### config.mk
export PLATFORM = sky130hd
export DESIGN_NAME = lct_l1a_match
export DESIGN_NICKNAME = d
export VERILOG_FILES = /design/src/rtl/lct_l1a_match.sv
export SDC_FILE = /design/constraint.sdc
export NUM_CORES = 1
export LEC_CHECK = 0
export CAP_MARGIN = 20
export CORE_UTILIZATION = 40
export CTS_CLUSTER_DIAMETER = 60
export DETAILED_ROUTE_END_ITERATION = 10
export GPL_TIMING_DRIVEN = 0
export PLACE_DENSITY = 0.67
export SETUP_SLACK_MARGIN = 0.15
export SYNTH_ARGS = -nofsm -noshare
export SYNTH_HDL_FRONTEND = slang
export SYNTH_SLANG_ARGS = --single-unit
### constraint.sdc
create_clock -name CMSCLK -period 10.9 [get_ports CMSCLK]
set_input_delay 2.18 -clock CMSCLK [delete_from_list [all_inputs] [get_ports CMSCLK]]
set_output_delay 2.18 -clock CMSCLK [all_outputs]
set_load 0.02 [all_outputs]
### src/rtl/lct_l1a_match.sv
// rtl/lct_l1a_match.sv - LCT history with L1A latency-window matching and event counters.
module lct_l1a_match #(
    parameter int DLY   = 128,
    parameter int WIN   = 3,
    parameter int CNT_W = 24
) (
    input  logic             CMSCLK,
    input  logic             SYS_RST,
    input  logic             LCT,
    input  logic             L1A,
    input  logic             CLR_CNT,
    output logic             L1A_MATCH,
    output logic             NO_MATCH,
    output logic [CNT_W-1:0] L1A_CNT,
    output logic [CNT_W-1:0] MATCH_CNT,
    output logic [CNT_W-1:0] EVT_NUM
);

    localparam int HALF = (WIN - 1) / 2;
    // An LCT sampled d edges before the L1A edge sits at h[d-1] before the shift.
    localparam int LO   = DLY - HALF - 1;
    localparam int HI   = DLY + HALF - 1;
    localparam int HLEN = HI + 1;

    logic [HLEN-1:0]  h;
    logic [HLEN-1:0]  h_next;
    logic [HLEN-1:0]  oldest;
    logic             hit;
    logic [CNT_W-1:0] l1a_base;
    logic [CNT_W-1:0] match_base;
    logic [CNT_W-1:0] evt_base;

    always_comb begin
        hit    = 1'b0;
        oldest = '0;
        for (int k = LO; k <= HI; k++) begin
            if (h[k]) begin
                hit    = 1'b1;
                oldest = HLEN'(1) << k;
            end
        end
    end

    // Clearing the consumed bit before the shift is the same as clearing k+1 after it.
    always_comb begin
        h_next = {h[HLEN-2:0], LCT};
        if (L1A) begin
            h_next = {h[HLEN-2:0] & ~oldest[HLEN-2:0], LCT};
        end
    end

    always_comb begin
        l1a_base   = CLR_CNT ? '0 : L1A_CNT;
        match_base = CLR_CNT ? '0 : MATCH_CNT;
        evt_base   = CLR_CNT ? '0 : EVT_NUM;
    end

    always_ff @(posedge CMSCLK or posedge SYS_RST) begin
        if (SYS_RST) begin
            h         <= '0;
            L1A_MATCH <= 1'b0;
            NO_MATCH  <= 1'b0;
            L1A_CNT   <= '0;
            MATCH_CNT <= '0;
            EVT_NUM   <= '0;
        end else begin
            h         <= h_next;
            L1A_MATCH <= L1A & hit;
            NO_MATCH  <= L1A & ~hit;
            if (L1A) begin
                L1A_CNT <= l1a_base + CNT_W'(1);
                if (hit) begin
                    MATCH_CNT <= match_base + CNT_W'(1);
                    EVT_NUM   <= l1a_base + CNT_W'(1);
                end else begin
                    MATCH_CNT <= match_base;
                    EVT_NUM   <= evt_base;
                end
            end else begin
                L1A_CNT   <= l1a_base;
                MATCH_CNT <= match_base;
                EVT_NUM   <= evt_base;
            end
        end
    end

endmodule

# After elaboration in Yosys (flattened, before gate mapping)
# Cells that the tools add are included.
word_totals:
  reg_bits: 203
  latchBits: 0
  ram_bits: 0
  mem_bits_ro: 0
  input_bits: 5
  output_inout_bits: 74
  elab_cells: 28
  memories: 0
op_classes:
  n_addsub: 2
  multipliers: 0
  div: 0
  magnitude_cmp: 0
  n_eq_ne: 0
  shift: 0
  n_mux: 15
  bitwise_logic: 5
  n_reduce_logical: 0
op_table:
  columns: ["operator", "count"]
  rows:
  - ["2-to-1 mux 128 bit", 2]
  - ["2-to-1 mux 24 bit", 8]
  - ["2-to-1 mux 129 bit", 1]
  - ["AND 128 bit", 1]
  - ["inverter 128 bit", 1]
  - ["2-to-1 mux 127 bit", 1]
  - ["adder 24 x 1 -> 24 bit (second input constant)", 2]
  - ["2-to-1 mux 1 bit", 3]
  - ["AND 1 bit", 2]
  - ["inverter 1 bit", 1]

# Depth between registers and ports, before layout
logic_depth:
  ltp_word: 6
  ltp_mapped: 10
  mapped_depth_nobuf: 7

# Worst setup path before layout
# Ideal clock, no wire load.
synth_timing:
  path_kind: "input to register"
  from: "input port CLR_CNT"
  to: "register L1A_CNT[20]"
  arrival_ns: 3.934
  required_time_ns: 10.768
  path_slack_ns: 6.834
  path_stages: 10
  n_path_buf: 3
  path_cell_list: "buf_6 > clkbuf_1 > nor2b_1 > ha_1 > nand4_1 > nor4_4 > buf_2 > nand4_1 > xor2_1 > nor2_1"
synth_between:
  elab_chain_cells: 3
synth_rtl:
  columns: ["item", "line_no", "rtl"]
  rows:
  - ["start, declared", "11", "input logic CLR_CNT,"]
  - ["2-to-1 mux 24 bit *", "53", "l1a_base = CLR_CNT ? '0 : L1A_CNT;"]
  - ["adder 24 x 1 -> 24 bit", "71", "L1A_CNT <= l1a_base + CNT_W'(1);"]
  - ["2-to-1 mux 24 bit *", "70", "if (L1A) begin"]
  - ["end signal, assigned", "71", null]
  - ["end signal, assigned", "80", "L1A_CNT <= l1a_base;"]
  - ["end, declared", "14", "output logic [CNT_W-1:0] L1A_CNT,"]
# Every way passes the cells marked *; elsewhere a longest branch is shown, timed or not.

# Worst setup path in the final report
# Ends and elaborated chain as after synthesis.

==> results.cfg <==
[run_status]
status = complete, no violations

[synthesis]
synth_edf_count = 0
synth_async_sr_flop_share_pct = 100
synth_adder_area_share_pct = 0.352
syn_inst = 538
synth_xor_xnor_area_share_pct = 5.42
yosysTopAreaCell = dfrtp_1
seq_area_frac_synth_pct = 71.4
avgSynthCellArea_sq_um = 13.2
synth_mux_area_share_pct = 0.457
synth-seq-cells = 203
synth-simple-area-share_pct = 15.8
synthTopCellsByArea = dfrtp_1 (71%), xnor2_1 (3.1%), xor2_1 (2.3%), nor2_1 (2.3%), nand2_1 (1.9%)
synth_top_family_by_area = simple AND/OR/NAND/NOR gates
yosysTopAreaCellShare_pct = 71.4
synth_compound_area_share_pct = 4.82
synth_fp_nets = 545
syn_area_sq_mm = 0.00711
dominantRegCellSynth = dfrtp_1
ys_warn_count = 0
synth_cell_types = 52

[clock_tree]
clk_pin_slew_ns = 0.07
clk_latency_ns = 0.50
cts.sinks = 203
ctsHoldBuffers = 0
h-tree-depth = 1
clock_path_buffers = 3
postCtsSetupBuffers = 0
cts_tree = built
cts_resized = 0
cts_buffers = 21
cts_root_buffer = clkbuf_16

[timing]
finClkSkew_ns = 0.0114
final.setup.worst_slack_ns = 5.99
period_needed_ns = 4.91
relSlewSlack_pct = 55.6
rsz0062_at_grt = false
setup_tns_ns = 0
fmax_ghz = 0.204
setup-violations-final = 0
hold_viol_final = 0
worst_pin_slew_ns = 0.660
whs_ns = 0.341
drv_slew = 0
period_share_pct = 45.1

[die]
fp.dieH_microns = 135
die_x_microns = 135
start_util_pct = 41.0
io_pins = 79
dieArea_sq_mm = 0.0183
rows = 48
core_sq_mm = 0.0174

[detailed_routing]
antenna_left = 0
drc = 0
drtIter0Drc = 371
wire_per_inst_microns = 17.7
vias = 4541
drt_wl_total_microns = 15500
post_drt_via_cell_ratio = 5.17
first_pass_iters = 4

[worst_setup_path]
start_kind = primary input
cp_max_fo = 10
cp-end-kind = flop
arrival_ns = 5.27
cp.required_ns = 11.26
criticalPathCategory = in2reg
rr_worst_depth = 5

[placed_design]
place.port_buffers = 78
hpwl_microns = 10000
place_area_sq_mm = 0.00821
dp.cells = 842
routabilityCongestion = 0.841
post-place-ws_ns = 5.52

[cells_and_area]
antenna_cells = 0
final_common_cell = dfrtp_1
stdcell_count = 878
design_area_sq_mm = 0.00886
fin_util_pct = 51.1
area_growth_pct = 24.6
final_cell_mix = dfrtp_1 (203), clkdlybuf4s50_1 (78), nor2_1 (44)
fin_nets = 647
drive_above_1_share_pct = 8.42

[global_routing]
grt_pass1_wl_microns = 25600
gr-total-overflow = 0
antenna_found_initial = 0
track_usage_pct = 18.1
grt_pass1_vias = 4703
grt_max_degree = 130

[power_and_ir_drop]
cellPowerDensity_mw_per_mm2 = 167
leakage_nw = 3.93
power_mw = 1.48
ir_drop_v = 0.000146

[job]
maxCapViolCount = 0

[min_path]
holdPathStages = 0
min_path_type = reg2reg
==> cell usage after synthesis (4+ instances only) <==
| cell type | number |
|---|---|
| nand2_1 | 36 |
| nand3_1 | 26 |
| nand4_1 | 17 |
| nor2b_1 | 16 |
| xor2_1 | 19 |
| buf_1 | 4 |
| buf_2 | 4 |
| o22ai_1 | 5 |
| nor3_1 | 8 |
| a211oi_1 | 6 |
| inv_1 | 8 |
| or3_1 | 8 |
| nand4b_1 | 4 |
| nand2b_1 | 11 |
| a21oi_1 | 15 |
| and2_1 | 5 |
| dfrtp_1 | 203 |
| nand3b_1 | 4 |
| xnor2_1 | 25 |
| o21ai_0 | 12 |
| nor2_1 | 44 |
| clkbuf_1 | 11 |
| nor4_1 | 4 |
==> state kept, by name, summed over array words and instances, names as in the netlist <==
signal,count
h,129
L1A_CNT,24
NO_MATCH,1
MATCH_CNT,24
EVT_NUM,24
L1A_MATCH,1
==> logic make-up (layout without fill, tap and decap cells) <==
| group | after synthesis | count (layout) |
|---|---|---|
| DFF | 203 | 203 |
| and+or+nand+nor | 202 | 202 |
| AOI/OAI and AO/OA | 54 | 54 |
| xor gates and xnor gates | 44 | 44 |
| buffers and inverters | 30 | 145 |
| muxes | 3 | 3 |
| adders and majority gates | 2 | 2 |
==> power breakdown <==
group	internal, mW	switching [mW]
clock	0.389	0.288
sequential	0.764	0.00522
combinational	0.00893	0.0269
total	1.16	0.320
==> path summary, 6_finish.rpt <==
| kind | start | to | slack (ns) |
|---|---|---|---|
| worst max-delay path | CLR_CNT | L1A_CNT[20] | 5.99 |
| worst min-delay path | h[68] | h[69] | 0.34 |
| worst max register to register | h[126] | EVT_NUM[4] | 8.45 |
| worst min register to register | h[68] | h[69] | 0.34 |
| max in group asynchronous | SYS_RST | MATCH_CNT[15] | 7.81 |
| min in group asynchronous | SYS_RST | h[69] | 2.14 |
==> critical path, stage by stage <==
cell	delay, ns
clkdlybuf4s50_1	0.65
buf_6	0.27
clkbuf_1	0.27
nor2b_1	0.30
ha_1	0.31
nand4_1	0.19
nor4_4	0.40
buf_2	0.31
nand4_1	0.13
xor2_1	0.19
nor2_1	0.06
==> per-layer routing <==
metal	routed length [microns]	GRT usage (%)
met2	7330	28.4
met1	6810	24.6
met5	0	0
met4	338	6.18
met3	1060	4.34
==> area by class of cell <==
| type | count | area, sq um |
|---|---|---|
| fill | 1459 | 8490 |
| sequential | 203 | 5080 |
| multi-input combinational | 305 | 1910 |
| timing repair buffer | 79 | 808 |
| clock buffer | 28 | 602 |
| tap | 225 | 282 |
| buffer | 22 | 97.6 |
| clock inverter | 8 | 51.3 |
| inverter | 8 | 37.5 |
(Power assumes the default switching activity.)
